--- src/rtl/bpsk_pkg.sv ---
// Shared BPSK definitions: symbol encodings, default frame/sample sizes and
// the deserializer state type. Used by both the demodulator and modulator side.
`timescale 1ns/1ps
package bpsk_pkg;

   // Antipodal symbol encodings (+1 / -1) for the modulator side
   localparam logic [1:0] SYM_POS = 2'b01;
   localparam logic [1:0] SYM_NEG = 2'b11;

   // Default codeword lengths and channel sample width
   localparam int N_HAMMING = 12;
   localparam int N_BCH     = 15;
   localparam int SAMPLE_W  = 4;

   // Deserializer framing states
   typedef enum logic {
      COLLECT = 1'b0,
      STALL   = 1'b1
   } deser_state_e;

endpackage

--- src/rtl/bpsk_slicer.sv ---
// Hard-decision BPSK slicer: sign of the sample gives the bit, and a magnitude
// below THRESH marks the sample as weak (low confidence).
`timescale 1ns/1ps
module bpsk_slicer
   import bpsk_pkg::*;
#(
   parameter int W      = SAMPLE_W,
   parameter int THRESH = 1
) (
   input  logic signed [W-1:0] sample_i,
   output logic                bit_o,
   output logic                weak_o
);

   // |s| is formed one bit wider so the most negative code maps to 2^(W-1)
   function automatic logic [W:0] mag_of(input logic signed [W-1:0] s);
      logic signed [W:0] ext;
      ext = {s[W-1], s};
      if (ext[W]) begin
         return $unsigned(-ext);
      end
      return $unsigned(ext);
   endfunction

   logic [W:0] mag;

   // Decision is purely combinational: negative -> bit 1, zero/positive -> bit 0
   always_comb begin
      mag    = mag_of(sample_i);
      bit_o  = sample_i[W-1];
      weak_o = (int'(mag) < THRESH);
   end

endmodule

--- src/rtl/bpsk_demod_deser.sv ---
// BPSK demodulator deserializer: slices each accepted sample, packs N decisions
// LSB-first into a codeword with a weak-sample count, and hands the word to a
// decoder over a valid/ready port. One extra word can be held while the output
// register is blocked; beyond that the input is stalled.
`timescale 1ns/1ps
module bpsk_demod_deser
   import bpsk_pkg::*;
#(
   parameter int N      = N_HAMMING,
   parameter int W      = SAMPLE_W,
   parameter int THRESH = 1
) (
   input  logic                     clk,
   input  logic                     rst,
   input  logic                     s_valid,
   output logic                     s_ready,
   input  logic signed [W-1:0]      s_data,
   input  logic                     s_sof,
   output logic                     o_valid,
   input  logic                     o_ready,
   output logic [N-1:0]             o_data,
   output logic [$clog2(N+1)-1:0]   o_weak,
   output logic                     o_sync_err
);

   localparam int            CW   = (N > 1) ? $clog2(N) : 1;
   localparam int            KW   = $clog2(N+1);
   localparam logic [CW-1:0] LAST = CW'(N-1);

   deser_state_e  state_q, state_d;
   logic [CW-1:0] cnt_q, cnt_d;
   logic [N-1:0]  part_data_q, part_data_d;
   logic [KW-1:0] part_weak_q, part_weak_d;
   logic [N-1:0]  held_data_q, held_data_d;
   logic [KW-1:0] held_weak_q, held_weak_d;
   logic [N-1:0]  out_data_q, out_data_d;
   logic [KW-1:0] out_weak_q, out_weak_d;
   logic          out_valid_q, out_valid_d;
   logic          sync_err_q, sync_err_d;

   logic          dec_bit;
   logic          dec_weak;
   logic          accept;
   logic          drain;
   logic          restart;
   logic [CW-1:0] pos;
   logic [N-1:0]  word;
   logic [KW-1:0] word_weak;

   bpsk_slicer #(
      .W      (W),
      .THRESH (THRESH)
   ) u_slicer (
      .sample_i (s_data),
      .bit_o    (dec_bit),
      .weak_o   (dec_weak)
   );

   assign s_ready    = (state_q == COLLECT);
   assign o_valid    = out_valid_q;
   assign o_data     = out_data_q;
   assign o_weak     = out_weak_q;
   assign o_sync_err = sync_err_q;

   // Next-state: bit packing, frame completion, output hand-off and resync
   always_comb begin
      state_d     = state_q;
      cnt_d       = cnt_q;
      part_data_d = part_data_q;
      part_weak_d = part_weak_q;
      held_data_d = held_data_q;
      held_weak_d = held_weak_q;
      out_data_d  = out_data_q;
      out_weak_d  = out_weak_q;
      out_valid_d = out_valid_q;
      sync_err_d  = 1'b0;

      accept    = s_valid && (state_q == COLLECT);
      drain     = out_valid_q && o_ready;
      restart   = s_sof && (cnt_q != '0);
      pos       = restart ? '0 : cnt_q;
      word      = restart ? '0 : part_data_q;
      word_weak = restart ? '0 : part_weak_q;

      // A drained word leaves the register unless something reloads it below
      if (drain) begin
         out_valid_d = 1'b0;
      end

      case (state_q)
         COLLECT: begin
            if (accept) begin
               word[pos] = dec_bit;
               word_weak = word_weak + KW'(dec_weak);
               if (restart) begin
                  sync_err_d = 1'b1;
               end
               if (pos == LAST) begin
                  part_data_d = '0;
                  part_weak_d = '0;
                  cnt_d       = '0;
                  if (!out_valid_q || drain) begin
                     out_data_d  = word;
                     out_weak_d  = word_weak;
                     out_valid_d = 1'b1;
                  end else begin
                     held_data_d = word;
                     held_weak_d = word_weak;
                     state_d     = STALL;
                  end
               end else begin
                  part_data_d = word;
                  part_weak_d = word_weak;
                  cnt_d       = pos + CW'(1);
               end
            end
         end
         STALL: begin
            if (drain) begin
               out_data_d  = held_data_q;
               out_weak_d  = held_weak_q;
               out_valid_d = 1'b1;
               held_data_d = '0;
               held_weak_d = '0;
               state_d     = COLLECT;
            end
         end
         default: begin
            state_d = COLLECT;
         end
      endcase
   end

   // State and datapath registers; reset abandons any partial or held frame
   always_ff @(posedge clk) begin
      if (rst) begin
         state_q     <= COLLECT;
         cnt_q       <= '0;
         part_data_q <= '0;
         part_weak_q <= '0;
         held_data_q <= '0;
         held_weak_q <= '0;
         out_data_q  <= '0;
         out_weak_q  <= '0;
         out_valid_q <= 1'b0;
         sync_err_q  <= 1'b0;
      end else begin
         state_q     <= state_d;
         cnt_q       <= cnt_d;
         part_data_q <= part_data_d;
         part_weak_q <= part_weak_d;
         held_data_q <= held_data_d;
         held_weak_q <= held_weak_d;
         out_data_q  <= out_data_d;
         out_weak_q  <= out_weak_d;
         out_valid_q <= out_valid_d;
         sync_err_q  <= sync_err_d;
      end
   end

endmodule

--- config.mk ---
export PLATFORM = sky130hd
export DESIGN_NAME = bpsk_demod_deser
export DESIGN_NICKNAME = d
export VERILOG_FILES = /design/src/rtl/bpsk_pkg.sv /design/src/rtl/bpsk_slicer.sv /design/src/rtl/bpsk_demod_deser.sv
export SDC_FILE = /design/constraint.sdc
export NUM_CORES = 1
export LEC_CHECK = 0
export BUFFER_PORTS_ARGS = -buffer_cell sky130_fd_sc_hd__buf_2
export CAP_MARGIN = 20
export CORE_MARGIN = 2
export CORE_UTILIZATION = 62
export CTS_CLUSTER_SIZE = 40
export DETAILED_ROUTE_END_ITERATION = 6
export HOLD_SLACK_MARGIN = 0.05
export PLACE_DENSITY = 0.83
export SYNTH_ARGS = -nofsm -noshare
export SYNTH_HDL_FRONTEND = slang
export SYNTH_SLANG_ARGS = --single-unit
export TNS_END_PERCENT = 5
--- constraint.sdc ---
create_clock -name clk -period 3.82 [get_ports clk]
set_input_delay 0.764 -clock clk [delete_from_list [all_inputs] [get_ports clk]]
set_output_delay 0.764 -clock clk [all_outputs]
set_load 0.05 [all_outputs]
After elaboration in Yosys (flattened, before gate mapping)
Index checks and enable logic that the tools add are counted.
W data, S select, Z words.
{"block": "word_totals", "register_bits": 55, "out_inout_bits": 19}
{"block": "classes", "n_reduce_logical": 11, "n_bitwise": 2, "n_eq_ne": 6, "order_cmp": 3, "n_mux": 44, "add_sub_neg": 3}
{"operator": "$mux W12", "n": 10}
{"operator": "$mux W4", "n": 12}
{"operator": "$pmux W12 S2", "n": 2}
{"operator": "$pmux W4 S2", "n": 2}
{"operator": "$bwmux W12", "n": 1}
{"operator": "$mux W1", "n": 12}
{"operator": "$mux W5", "n": 2}
{"operator": "$ne A2 B1 Y1 const B", "n": 4}
{"operator": "$reduce_and A4 Y1", "n": 2}
{"operator": "$lt A4 B5 Y1 const B", "n": 1}
{"operator": "$lt A5 B1 Y1 const B", "n": 1}
{"operator": "$neg A4 Y5", "n": 1}
{"operator": "$add A4 B1 Y4", "n": 1}
{"operator": "$add A4 B1 Y4 const B", "n": 1}
{"operator": "$demux W1 S4", "n": 1}
{"operator": "$eq A4 B4 Y1 const B", "n": 1}
{"operator": "$ge A4 B1 Y1 const B", "n": 1}
{"operator": "$logic_and A1 B1 Y1", "n": 4}
{"operator": "$pmux W1 S2", "n": 2}
{"operator": "$reduce_bool A4 Y1", "n": 1}
{"operator": "$reduce_or A3 Y1", "n": 1}
{"operator": "$ne A2 B2 Y1 const B", "n": 1}
{"operator": "$not A1 Y1", "n": 2}
{"operator": "$reduce_and A2 Y1", "n": 1}
{"operator": "2 further kinds", "n": 2}

Longest topological paths before layout
Gate-level depths: netlist of the first run.
{"block": "logic_depth", "ltp_word": 12, "mapped_depth": 11, "ltp_nobuf": 11}

Hierarchy
Synthesis of the first run repeated with hierarchy kept, for this count alone.
{"block": "unflattened", "hier_cells": 294, "area_unflattened_um2": 2666.3}
{"module": "bpsk_demod_deser", "seq_area_each_um2": 1101.1, "cells_each": 285, "instances": 1, "area_each_um2": 2600.0}
{"module": "bpsk_slicer", "seq_area_each_um2": 0.0, "cells_each": 9, "instances": 1, "area_each_um2": 66.3}

Worst setup path before layout of the first run
Ideal clock, no wire load.
{"block": "synth_timing", "path_type": "in2reg", "start": "input port s_sof", "end": "register out_data_q[0], in the netlist o_data[0]", "arrival_ps": 2336, "path_buffers": 1, "required_ps": 3747, "path_stages": 8, "path_slack_ps": 1411, "path_cell_list": "nand2b_1 inv_1 ha_1 nor4bb_1 buf_4 a31oi_4 or3_4 o211ai_2"}
{"block": "synth_via", "elab_chain_len": 11}
{"element": "from (decl)", "line": "bpsk_demod_deser.sv:18", "text": "input logic s_sof,"}
{"element": "$logic_and A1 B1 Y1 (*)", "line": "bpsk_demod_deser.sv:80", "text": "restart = s_sof && (cnt_q != '0);"}
{"element": "$mux W4", "line": "bpsk_demod_deser.sv:81", "text": "pos = restart ? '0 : cnt_q;"}
{"element": "$lt A4 B5 Y1 (not written as such) or $ge A4 B1 Y1 (tied branches)", "line": "bpsk_demod_deser.sv:93", "text": "word[pos] = dec_bit;"}
{"element": "$logic_and A1 B1 Y1 (not written as such)", "line": "bpsk_demod_deser.sv:93"}
{"element": "$mux W1 (not written as such)", "line": "bpsk_demod_deser.sv:93"}
{"element": "$demux W1 S4", "line": "bpsk_demod_deser.sv:93"}
{"element": "$bwmux W12", "line": "bpsk_demod_deser.sv:93"}
{"element": "$mux W12", "line": "bpsk_demod_deser.sv:102", "text": "if (!out_valid_q || drain) begin"}
{"element": "$mux W12", "line": "bpsk_demod_deser.sv:98", "text": "if (pos == LAST) begin"}
{"element": "$mux W12", "line": "bpsk_demod_deser.sv:92", "text": "if (accept) begin"}
{"element": "$pmux W12 S2", "line": "bpsk_demod_deser.sv:90", "text": "case (state_q)"}
{"element": "to (signal assigned)", "line": "bpsk_demod_deser.sv:154", "text": "out_data_q <= out_data_d;"}
{"element": "to (decl)", "line": "bpsk_demod_deser.sv:36", "text": "logic [N-1:0] out_data_q, out_data_d;"}
Mark *: on every way between the ends. The rest lies on a longest branch, timed or not. The select of a mux whose other input is x is not followed.
A chain may end at the register's enable or synchronous reset.

Worst setup path in the final report of the first run
Ends and elaborated chain as after synthesis.

==> run summary, run 1 <==
outcome: finished, final reports clean
#FFs+latches synth: 55
Overall Global Routing Usage: 26.1%
clock root buffer: clkbuf_8
Total Nets Final: 327
Fillers: 311
buffer depth of the longest clock path: 2
Yosys warnings: 0
Setup crit start kind: input pin
grt ovf: 0
DRC violations left: 0
R2R cell count: 5
GP Congestion: 0.828
TritonRoute pass-1 iters: 4
layout cell share with drive strength beyond 1: 16.7%
post-CTS setup buffer count: 0
Slew HR: 41.0%
Setup crit end: o_data[0]$_SDFFE_PP0P_
Netlist cell types: 44
worst slack, placed: 918 ps
cell taking the most area after synthesis: dfxtp_1
total internal power: 732 uW
post-CTS sizing: 0
largest cells by area after synthesis: dfxtp_1, nand2_1, o21ai_0
Post-synth ARST share: 0%
most common cell after layout, fill and taps aside: dfxtp_1
Worst Path Max Fanout: 14
CP Launch Point: s_sof
Ports: 28
die area: 4700 um2
final wirelength: 5760 um
DRT iter0 DRCs: 152
Min-Delay Path Class: flop to flop
drt wl/cell: 15.9 um
# H-tree levels: 2
Setup Total Neg Slack: 0 ps
worst path required time: 4070 ps
antenna violations before repair: 0
Post-synth EDFFs: 0
clock group share of total power: 35.0%
Slew Limit Fails: 0
Final period util: 68.1%
Synth Net Count: 308
endpoint type of the worst setup path: flop
actual slew at the worst max-slew pin: 884 ps
Post-DP HPWL: 3960 um
Main synth FF type: dfxtp_1
Sw Share: 25.6%
register area: 1100 um2
Area Growth Syn to Fin: 8.86%
r2r setup slk: 1420 ps
latest clock arrival within the worst-skew pair: 320 ps
Die W: 68.6 um
sequential element share of the synthesized area: 42.6%
reg-to-reg endpoint: part_data_q[4]$_SDFFE_PP0P_
largest net degree at the start of global routing: 43
Setup WS post-layout: 1220 ps
Ant. Diodes: 0
vias in the first global route: 1829
Cell Pwr Density: 350 nW/um2
RSZ-0062 raised after global routing: no
port bufs: 27
CTS clk-pin slew, worst paths: 100 ps
Post-Syn Area: 2580 um2
hold_buf cts: 0
Worst IR Drop VDD: 0.324 mV
first-pass GRT wire length: 9090 um
kind of critical path: input pin to flop
vias: 2181
top cell type's share of synthesized area: 42.6%
die height: 68.6 um
Logic pwr share: 6.2%
routed vias/inst: 6.02
CTS Buf Count: 5
CP arrival: 2860 ps
CTS tree: built
syn_area_per_cell: 8.85 um2
MaxCap Viol Count: 0
row cnt: 23
area of the multi-input gates: 1360 um2
total core area: 4000 um2
P_leak: 0.00114 uW
setup violators final: 0
reg2reg start: state_q$_SDFF_PP0_
post-route ant nets: 0
Highest Clock Rate: 384 MHz
Mapped Cells: 292
Sink Count: 55
switching pwr: 252 uW
final hold vios: 0
hold path cells: 1
Tmin final: 2600 ps
Initial Utilization: 64.6%
sequential share of power: 58.8%
Max Clock Skew: 14.3 ps
most frequent cells in the layout: dfxtp_1, nand2_1, buf_2
==> how the worst min path moves through the flow <==
stage                                start  slack [ps]                          end
6_report       part_data_q[7]$_SDFFE_PP0P_         460  part_data_q[7]$_SDFFE_PP0P_
5_1_grt        part_weak_q[0]$_SDFFE_PP0P_         470  part_weak_q[0]$_SDFFE_PP0P_
4_1_cts        part_weak_q[0]$_SDFFE_PP0P_         460  part_weak_q[0]$_SDFFE_PP0P_
3_5_place_dp   part_data_q[5]$_SDFFE_PP0P_         440  part_data_q[5]$_SDFFE_PP0P_
3_3_place_gp   part_data_q[5]$_SDFFE_PP0P_         420  part_data_q[5]$_SDFFE_PP0P_
2_1_floorplan  part_data_q[5]$_SDFFE_PP0P_         420  part_data_q[5]$_SDFFE_PP0P_
==> per-layer routing <==
layer  GRT usage [%]  vias to the layer above  share of wire [%]  wire (um)
li1                -                     1078                  -          -
met1            36.3                     1020                 44       2540
met2            42.1                       76                 48       2780
met3            3.90                        7                6.5        374
met4            7.50                        0                1.2         68
met5               0                        -                  0          0
==> cells by family (layout without fill, tap and decap cells) <==
family                   Yosys count  in the layout  share of synthesized area [%]
AND/OR/NAND/NOR                  110            110                           22.6
AO/OA/AOI/OAI                     84             84                           22.9
flip-flops                        55             55                           42.6
buffers and inverters             26             46                           4.70
multiplexers                       8              8                           3.15
adder cells (fa/ha/maj)            7              7                           3.39
XOR/XNOR                           2              2                          0.678
==> flip-flops by register name, summed over array words and instances, names as in the netlist <==
signal / count
o_sync_err: 1
o_data: 12
held_data_q: 12
part_data_q: 12
held_weak_q: 4
o_valid: 1
part_weak_q: 4
o_weak: 4
state_q: 1
cnt_q: 4
==> synthesized netlist by cell type, types with 2 or more instances <==
| cell type | count |
|---|---|
| nand2_1 | 36 |
| inv_1 | 7 |
| nand4b_1 | 5 |
| nand3_1 | 8 |
| buf_2 | 4 |
| clkbuf_1 | 11 |
| a21bo_2 | 2 |
| and2_1 | 3 |
| a31oi_1 | 5 |
| a2bb2oi_1 | 2 |
| dfxtp_1 | 55 |
| a32oi_1 | 3 |
| a211oi_1 | 11 |
| nor3b_1 | 3 |
| nand3b_1 | 12 |
| and3_1 | 6 |
| nand2b_1 | 9 |
| nor2_1 | 19 |
| buf_6 | 2 |
| a21oi_1 | 16 |
| o211ai_2 | 5 |
| a21o_1 | 5 |
| nor2b_1 | 3 |
| o31ai_1 | 2 |
| o21ai_0 | 25 |
| xor2_1 | 2 |
| ha_1 | 7 |
| mux2i_1 | 7 |
| nor3_1 | 2 |
==> worst max-delay path, cell delays in order <==
cell      delay, ps
buf_2           140
nand2b_1        200
inv_1           110
ha_1            260
nor4bb_1        320
buf_4           210
a31oi_4         210
or3_4           450
o211ai_2        160
==> layout make-up <==
class	instances	area share, %
inverter	7	0.934
tap	50	2.22
timing repair buffer	31	5.87
sequential	55	39.1
clock inverter	3	0.979
multi-input combinational	211	48.4
clock buffer	5	2.45
==> power groups by stage <==
stage,clock network [uW],registers [uW],logic [uW]
6_report,345,579,60.5
3_5_place_dp,0,592,59.3
3_3_place_gp,0,592,58.0
2_1_floorplan,0,592,39.1
5_1_grt,363,579,65.8
4_1_cts,344,579,59.5
==> per-stage QoR <==
step / area (um2) / total power, uW / hold WS [ps] / utilization [%] / cells
6_report: 2810 / 984 / 461 / 70.3 / 362
4_1_cts: 2810 / 982 / 459 / 70.3 / 362
2_1_floorplan: 2580 / 631 / 417 / - / 292
5_1_grt: 2810 / 1010 / 472 / 70.3 / 362
3_3_place_gp: 2720 / 650 / 423 / 67.9 / 354
3_5_place_dp: 2720 / 651 / 436 / 67.9 / 354
(Power assumes the default switching activity.)
==> inputs of run 2 (changes only) <==
- CORE_UTILIZATION: 62 -> 58
- PLACE_DENSITY: 0.83 -> 0.78
- clock period: 3.82 -> 2.51 ns (I/O delays scaled with it)
==> run 2 against run 1 <==
  * Register-to-register slack worse by 1000 ps
  * Final cell count is 2.2% higher
  * Wire length is 2.2% lower
  * Combinational power is 58% higher
  * Sequential cell count stayed put
  * Critical path depth is 2 higher
  * Non-clock buffer count is 6 higher
  * First-iteration DRC count is 6.6% higher
  * Power is 48% higher
  * Via count is 0.32% lower
  * Sequential share of layout area is 0.55 points lower
==> run summary, run 2 (synthesis results as in run 1) <==
outcome: finished, final reports clean (unchanged)
latest clock arrival within the worst-skew pair: 310 ps (was 320 ps)
most common cell after layout, fill and taps aside: dfxtp_1 (unchanged)
Worst Path Max Fanout: 3 (was 14)
Area Growth Syn to Fin: 10.4% (was 8.86%)
total internal power: 1110 uW (was 732 uW)
clock group share of total power: 33.2% (was 35.0%)
buffer depth of the longest clock path: 2 (unchanged)
final wirelength: 5640 um (was 5760 um)
Fillers: 366 (was 311)
Die W: 70.7 um (was 68.6 um)
row cnt: 24 (was 23)
area post-placement: 2760 um2 (was 2720 um2)
Setup WS post-layout: 411 ps (was 1220 ps)
Min-Delay Path Class: input pin to flop (was flop to flop)
Setup Total Neg Slack: 0 ps (unchanged)
GP Congestion: 0.890 (was 0.828)
post-CTS setup buffer count: 0 (unchanged)
Slew HR: 56.4% (was 41.0%)
hold path cells: 2 (was 1)
reg2reg start: cnt_q[0]$_SDFFE_PP0P_ (was state_q$_SDFF_PP0_)
placed cell count: 362 (was 354)
Max Clock Skew: 8.44 ps (was 14.3 ps)
largest net degree at the start of global routing: 28 (was 43)
CTS Buf Count: 5 (unchanged)
TritonRoute pass-1 iters: 4 (unchanged)
# H-tree levels: 2 (unchanged)
Ant. Diodes: 0 (unchanged)
Worst IR Drop VDD: 0.290 mV (was 0.324 mV)
routed vias/inst: 5.88 (was 6.02)
CTS tree: built (unchanged)
worst path required time: 2690 ps (was 4070 ps)
MaxCap Viol Count: 0 (unchanged)
Post-DP HPWL: 4050 um (was 3960 um)
Tmin final: 2100 ps
layout cell share with drive strength beyond 1: 18.2% (was 16.7%)
kind of critical path: input pin to flop (unchanged)
switching pwr: 356 uW (was 252 uW)
die height: 70.7 um (was 68.6 um)
Setup crit start kind: input pin (unchanged)
actual slew at the worst max-slew pin: 650 ps (was 884 ps)
grt ovf: 0 (unchanged)
Cell Pwr Density: 512 nW/um2 (was 350 nW/um2)
total core area: 4320 um2 (was 4000 um2)
port bufs: 27 (unchanged)
Highest Clock Rate: 477 MHz
vias: 2174 (was 2181)
DRC violations left: 0 (unchanged)
post-CTS sizing: 0 (unchanged)
CTS clk-pin slew, worst paths: 100 ps (about the same)
worst slack, placed: 99.1 ps (was 918 ps)
Final Non-Filler Cells: 370 (was 362)
Ports: 28 (unchanged)
drt wl/cell: 15.2 um (was 15.9 um)
Final period util: 83.6%
Sink Count: 55 (unchanged)
Initial Utilization: 59.8% (was 64.6%)
sequential share of power: 60.3% (was 58.8%)
r2r setup slk: 420 ps (was 1420 ps)
most frequent cells in the layout: dfxtp_1, nand2_1, buf_2 (unchanged)
Total Nets Final: 333 (was 327)
final hold vios: 0 (unchanged)
Sw Share: 24.3% (was 25.6%)
endpoint type of the worst setup path: flop (unchanged)
Overall Global Routing Usage: 24.1% (was 26.1%)
setup violators final: 0 (unchanged)
P_leak: 0.00116 uW (was 0.00114 uW)
die area: 5000 um2 (was 4700 um2)
HP Start: o_ready (was part_data_q[7]$_SDFFE_PP0P_)
antenna violations before repair: 0 (unchanged)
clock root buffer: clkbuf_8 (unchanged)
Final Instance Area: 2850 um2 (was 2810 um2)
vias in the first global route: 2054 (was 1829)
first-pass GRT wire length: 9790 um (was 9090 um)
Final Util: 66.0% (was 70.3%)
reg-to-reg endpoint: o_weak[0]$_SDFFE_PP0P_ (was part_data_q[4]$_SDFFE_PP0P_)
CP arrival: 2280 ps (was 2860 ps)
Logic pwr share: 6.5% (was 6.2%)
DRT iter0 DRCs: 162 (was 152)
post-route ant nets: 0 (unchanged)
R2R cell count: 8 (was 5)
RSZ-0062 raised after global routing: no (unchanged)
Slew Limit Fails: 0 (unchanged)
worst hold endpoint: state_q$_SDFF_PP0_ (was part_data_q[7]$_SDFFE_PP0P_)
hold_buf cts: 0 (unchanged)
-- run 2: changes by cell type in the layout (fill, tap and decap cells not counted) --
cell,previous run,this run
buf_4,4,10
clkinv_2,0,1
clkinv_4,1,0
clkinvlp_4,1,2
inv_8,1,0
-- run 2: layer usage --
layer / track usage [%] / share of wire, % / vias up
met4: 7.13 / 1.1 / 0
li1: - / - / 1092
met3: 3.56 / 4.3 / 7
met2: 39.4 / 48 / 44
met5: 0 / 0 / -
met1: 33.4 / 47 / 1031
-- run 2: how the worst max path moves through the flow --
stage	from	endpoint	slack [ps]
global placement	s_data[0]	held_weak_q[2]$_SDFFE_PP0P_	120
CTS	cnt_q[0]$_SDFFE_PP0P_	o_weak[0]$_SDFFE_PP0P_	400
detailed placement	s_data[0]	held_weak_q[2]$_SDFFE_PP0P_	100
global route	cnt_q[0]$_SDFFE_PP0P_	o_data[4]$_SDFFE_PP0P_	160
floorplan	s_sof	o_data[0]$_SDFFE_PP0P_	360
finish	s_data[0]	part_weak_q[2]$_SDFFE_PP0P_	410
-- run 2: power by group through the flow --
stage / clock, uW / sequential (uW) / combinational [uW]
5_1_grt: 520 / 882 / 105
2_1_floorplan: 0 / 901 / 59.5
3_3_place_gp: 0 / 901 / 93.1
3_5_place_dp: 0 / 901 / 94.3
4_1_cts: 494 / 880 / 94.5
6_report: 485 / 880 / 95.4
-- run 2: metrics by stage --
step	hold WS [ps]	total power, uW
after global placement	426	994
after floorplan	417	961
after CTS	409	1470
after global routing	431	1510
final	416	1460
after detailed placement	434	995
-- run 2: worst max-delay path, cell delays in order --
cell	delay (ps)
buf_2	90
inv_1	40
ha_1	270
nand2b_1	150
o22ai_1	130
mux2i_1	90
nor2_1	160
ha_1	210
ha_1	180
xor2_1	340
o21ai_0	130
-- run 2: area by class of cell --
class | count | area (um2) | area share [%]
Clock inverter | 3 | 20.0 | 0.702
Clock buffer | 5 | 68.8 | 2.41
Multi-Input combinational cell | 211 | 1360 | 47.7
Inverter | 7 | 26.3 | 0.921
Timing Repair Buffer | 37 | 210 | 7.37
Tap cell | 52 | 65.1 | 2.28
Sequential cell | 55 | 1100 | 38.6
==> inputs of run 3 (changes only) <==
- CORE_UTILIZATION: 58 -> 52
- PLACE_DENSITY: 0.78 -> 0.74
- clock period: 2.51 -> 1.8 ns (I/O delays scaled with it)
==> run 3 against run 2 <==
  * Die area up 11%
  * Register-to-register slack worse by 380 ps
  * Global-route usage up 0.28 points
  * First-iteration DRC count down 35%
  * Critical path type is now flop to flop
==> run summary, run 3 (synthesis results as in run 1) <==
outcome: finished, final reports clean (unchanged)
worst hold slack: 263 ps (was 416 ps)
Overall Global Routing Usage: 24.4% (was 24.1%)
Max Clock Skew: 5.61 ps (was 8.44 ps)
RSZ-0062 raised after global routing: yes (was no)
Slew HR: 56.7% (was 56.4%)
Setup WS post-layout: 41.6 ps (was 411 ps)
die area: 5550 um2 (was 5000 um2)
hold_buf cts: 0 (unchanged)
port bufs: 27 (unchanged)
Area Growth Syn to Fin: 28.3% (was 10.4%)
Pwr Total: 2280 uW (was 1460 uW)
register area: 1110 um2 (was 1100 um2)
P_leak: 0.00135 uW (was 0.00116 uW)
final hold vios: 0 (unchanged)
Min-Delay Path Class: input pin to flop (unchanged)
largest net degree at the start of global routing: 24 (was 28)
setup violators final: 0 (unchanged)
Setup crit start kind: flop (was input pin)
antenna violations before repair: 0 (unchanged)
area of the multi-input gates: 1520 um2 (was 1360 um2)
MaxCap Viol Count: 0 (unchanged)
Highest Clock Rate: 569 MHz
vias: 2317 (was 2174)
row cnt: 25 (was 24)
final wirelength: 6480 um (was 5640 um)
kind of critical path: flop to flop (was input pin to flop)
CP top delay family: simple AND/OR/NAND/NOR gates (was adder cells)
# H-tree levels: 2 (unchanged)
vias in the first global route: 2058 (was 2054)
CP Buf/Inv Count: 2 (unchanged)
CTS Buf Count: 5 (unchanged)
grt ovf: 0 (unchanged)
buffer depth of the longest clock path: 2 (unchanged)
Fillers: 388 (was 366)
layout cell share with drive strength beyond 1: 31.4% (was 18.2%)
most frequent cells in the layout: dfxtp_1, nand2_1, buf_4 (was dfxtp_1, nand2_1, buf_2)
Ant. Diodes: 0 (unchanged)
first-pass GRT wire length: 10100 um (was 9790 um)
Final period util: 97.7%
DRT iter0 DRCs: 105 (was 162)
die height: 74.5 um (was 70.7 um)
GP Congestion: 0.801 (was 0.890)
worst path required time: 2050 ps (was 2690 ps)
latest clock arrival within the worst-skew pair: 320 ps (was 310 ps)
endpoint type of the worst setup path: flop (unchanged)
routed vias/inst: 5.64 (was 5.88)
Post-DP HPWL: 4390 um (was 4050 um)
post-route ant nets: 0 (unchanged)
TritonRoute pass-1 iters: 4 (unchanged)
drt wl/cell: 15.8 um (was 15.2 um)
Ports: 28 (unchanged)
Crit-path slowest cell: or3_4 (was xor2_1)
worst-path cell chain: nand2b_4 > inv_4 > ha_4 > nor4bb_4 > buf_4 > a31oi_4 > or3_4 > o211ai_2 (was buf_2 > inv_1 > ha_1 > nand2b_1 > o22ai_1 > mux2i_1 > nor2_1 > ha_1 > ha_1 > xor2_1 > o21ai_0)
Tmin final: 1760 ps
CP arrival: 2010 ps (was 2280 ps)
most common cell after layout, fill and taps aside: dfxtp_1 (unchanged)
Sink Count: 55 (unchanged)
worst slack, placed: -384 ps (was 99.1 ps)
DRC violations left: 0 (unchanged)
Initial Utilization: 54.3% (was 59.8%)
CTS clk-pin slew, worst paths: 100 ps (about the same)
Worst IR Drop VDD: 0.588 mV (was 0.290 mV)
area post-placement: 3070 um2 (was 2760 um2)
Total Nets Final: 359 (was 333)
crit-path max cell delay: 440 ps (was 340 ps)
CTS tree: built (unchanged)
clock root buffer: clkbuf_8 (unchanged)
Slew Limit Fails: 0 (unchanged)
Die W: 74.5 um (was 70.7 um)
Cell Pwr Density: 688 nW/um2 (was 512 nW/um2)
Worst Path Max Fanout: 5 (was 3)
Final Instance Area: 3320 um2 (was 2850 um2)
actual slew at the worst max-slew pin: 647 ps (was 650 ps)
total core area: 4750 um2 (was 4320 um2)
-- run 3: changes by cell type in the layout (fill, tap and decap cells not counted), sizes merged --
| cell | before | now |
|---|---|---|
| buf | 37 | 62 |
| bufinv | 0 | 1 |
| clkbuf | 5 | 7 |
| clkinvlp | 2 | 0 |
-- run 3: power by group --
group | switching [uW] | internal, uW | total, uW
clock network | 410 | 451 | 860
logic | 108 | 86.0 | 194
registers | 6.99 | 1220 | 1230
-- run 3: final timing paths --
path,slack (ps),cells past startpoint,end,startpoint
worst max register to register,40,8,o_data[1]$_SDFFE_PP0P_,cnt_q[0]$_SDFFE_PP0P_
worst min-delay path,260,2,state_q$_SDFF_PP0_,o_ready
worst min register to register,460,2,part_weak_q[0]$_SDFFE_PP0P_,part_weak_q[0]$_SDFFE_PP0P_
worst max-delay path,40,8,o_data[1]$_SDFFE_PP0P_,cnt_q[0]$_SDFFE_PP0P_
-- run 3: per-layer routing --
layer | share of wire (%) | vias up | GRT usage, %
li1 | - | 1150 | -
met1 | 45 | 1105 | 32.7
met2 | 48 | 47 | 38.6
met3 | 4.4 | 15 | 5.15
met4 | 2.5 | 0 | 9.33
met5 | 0 | - | 0
-- run 3: layout make-up --
| type | count | area share, % |
|---|---|---|
| Clock inverter | 2 | 1.06 |
| Tap cell | 67 | 2.53 |
| Multi-Input combinational cell | 211 | 45.9 |
| Clock buffer | 6 | 2.49 |
| Sequential cell | 55 | 33.5 |
| Inverter | 7 | 1.32 |
| Timing Repair Buffer | 63 | 13.2 |
-- run 3: metrics by stage --
step                      utilization [%]  TNS, ps  instances
final                                69.7        0        411
after global routing                 69.7     -225        411
after CTS                            68.5        0        411
after detailed placement             64.6    -6810        401
after global placement               64.6    -6380        401
after floorplan                         -     -175        292
-- run 3: repair_timing --
item	in CTS	in global routing
resized for setup	13	15
pin swaps	3	8
endpoints found under the setup margin	25	26
gates cloned	1	0
endpoints found under the hold margin	0	0
buffers inserted	1	0
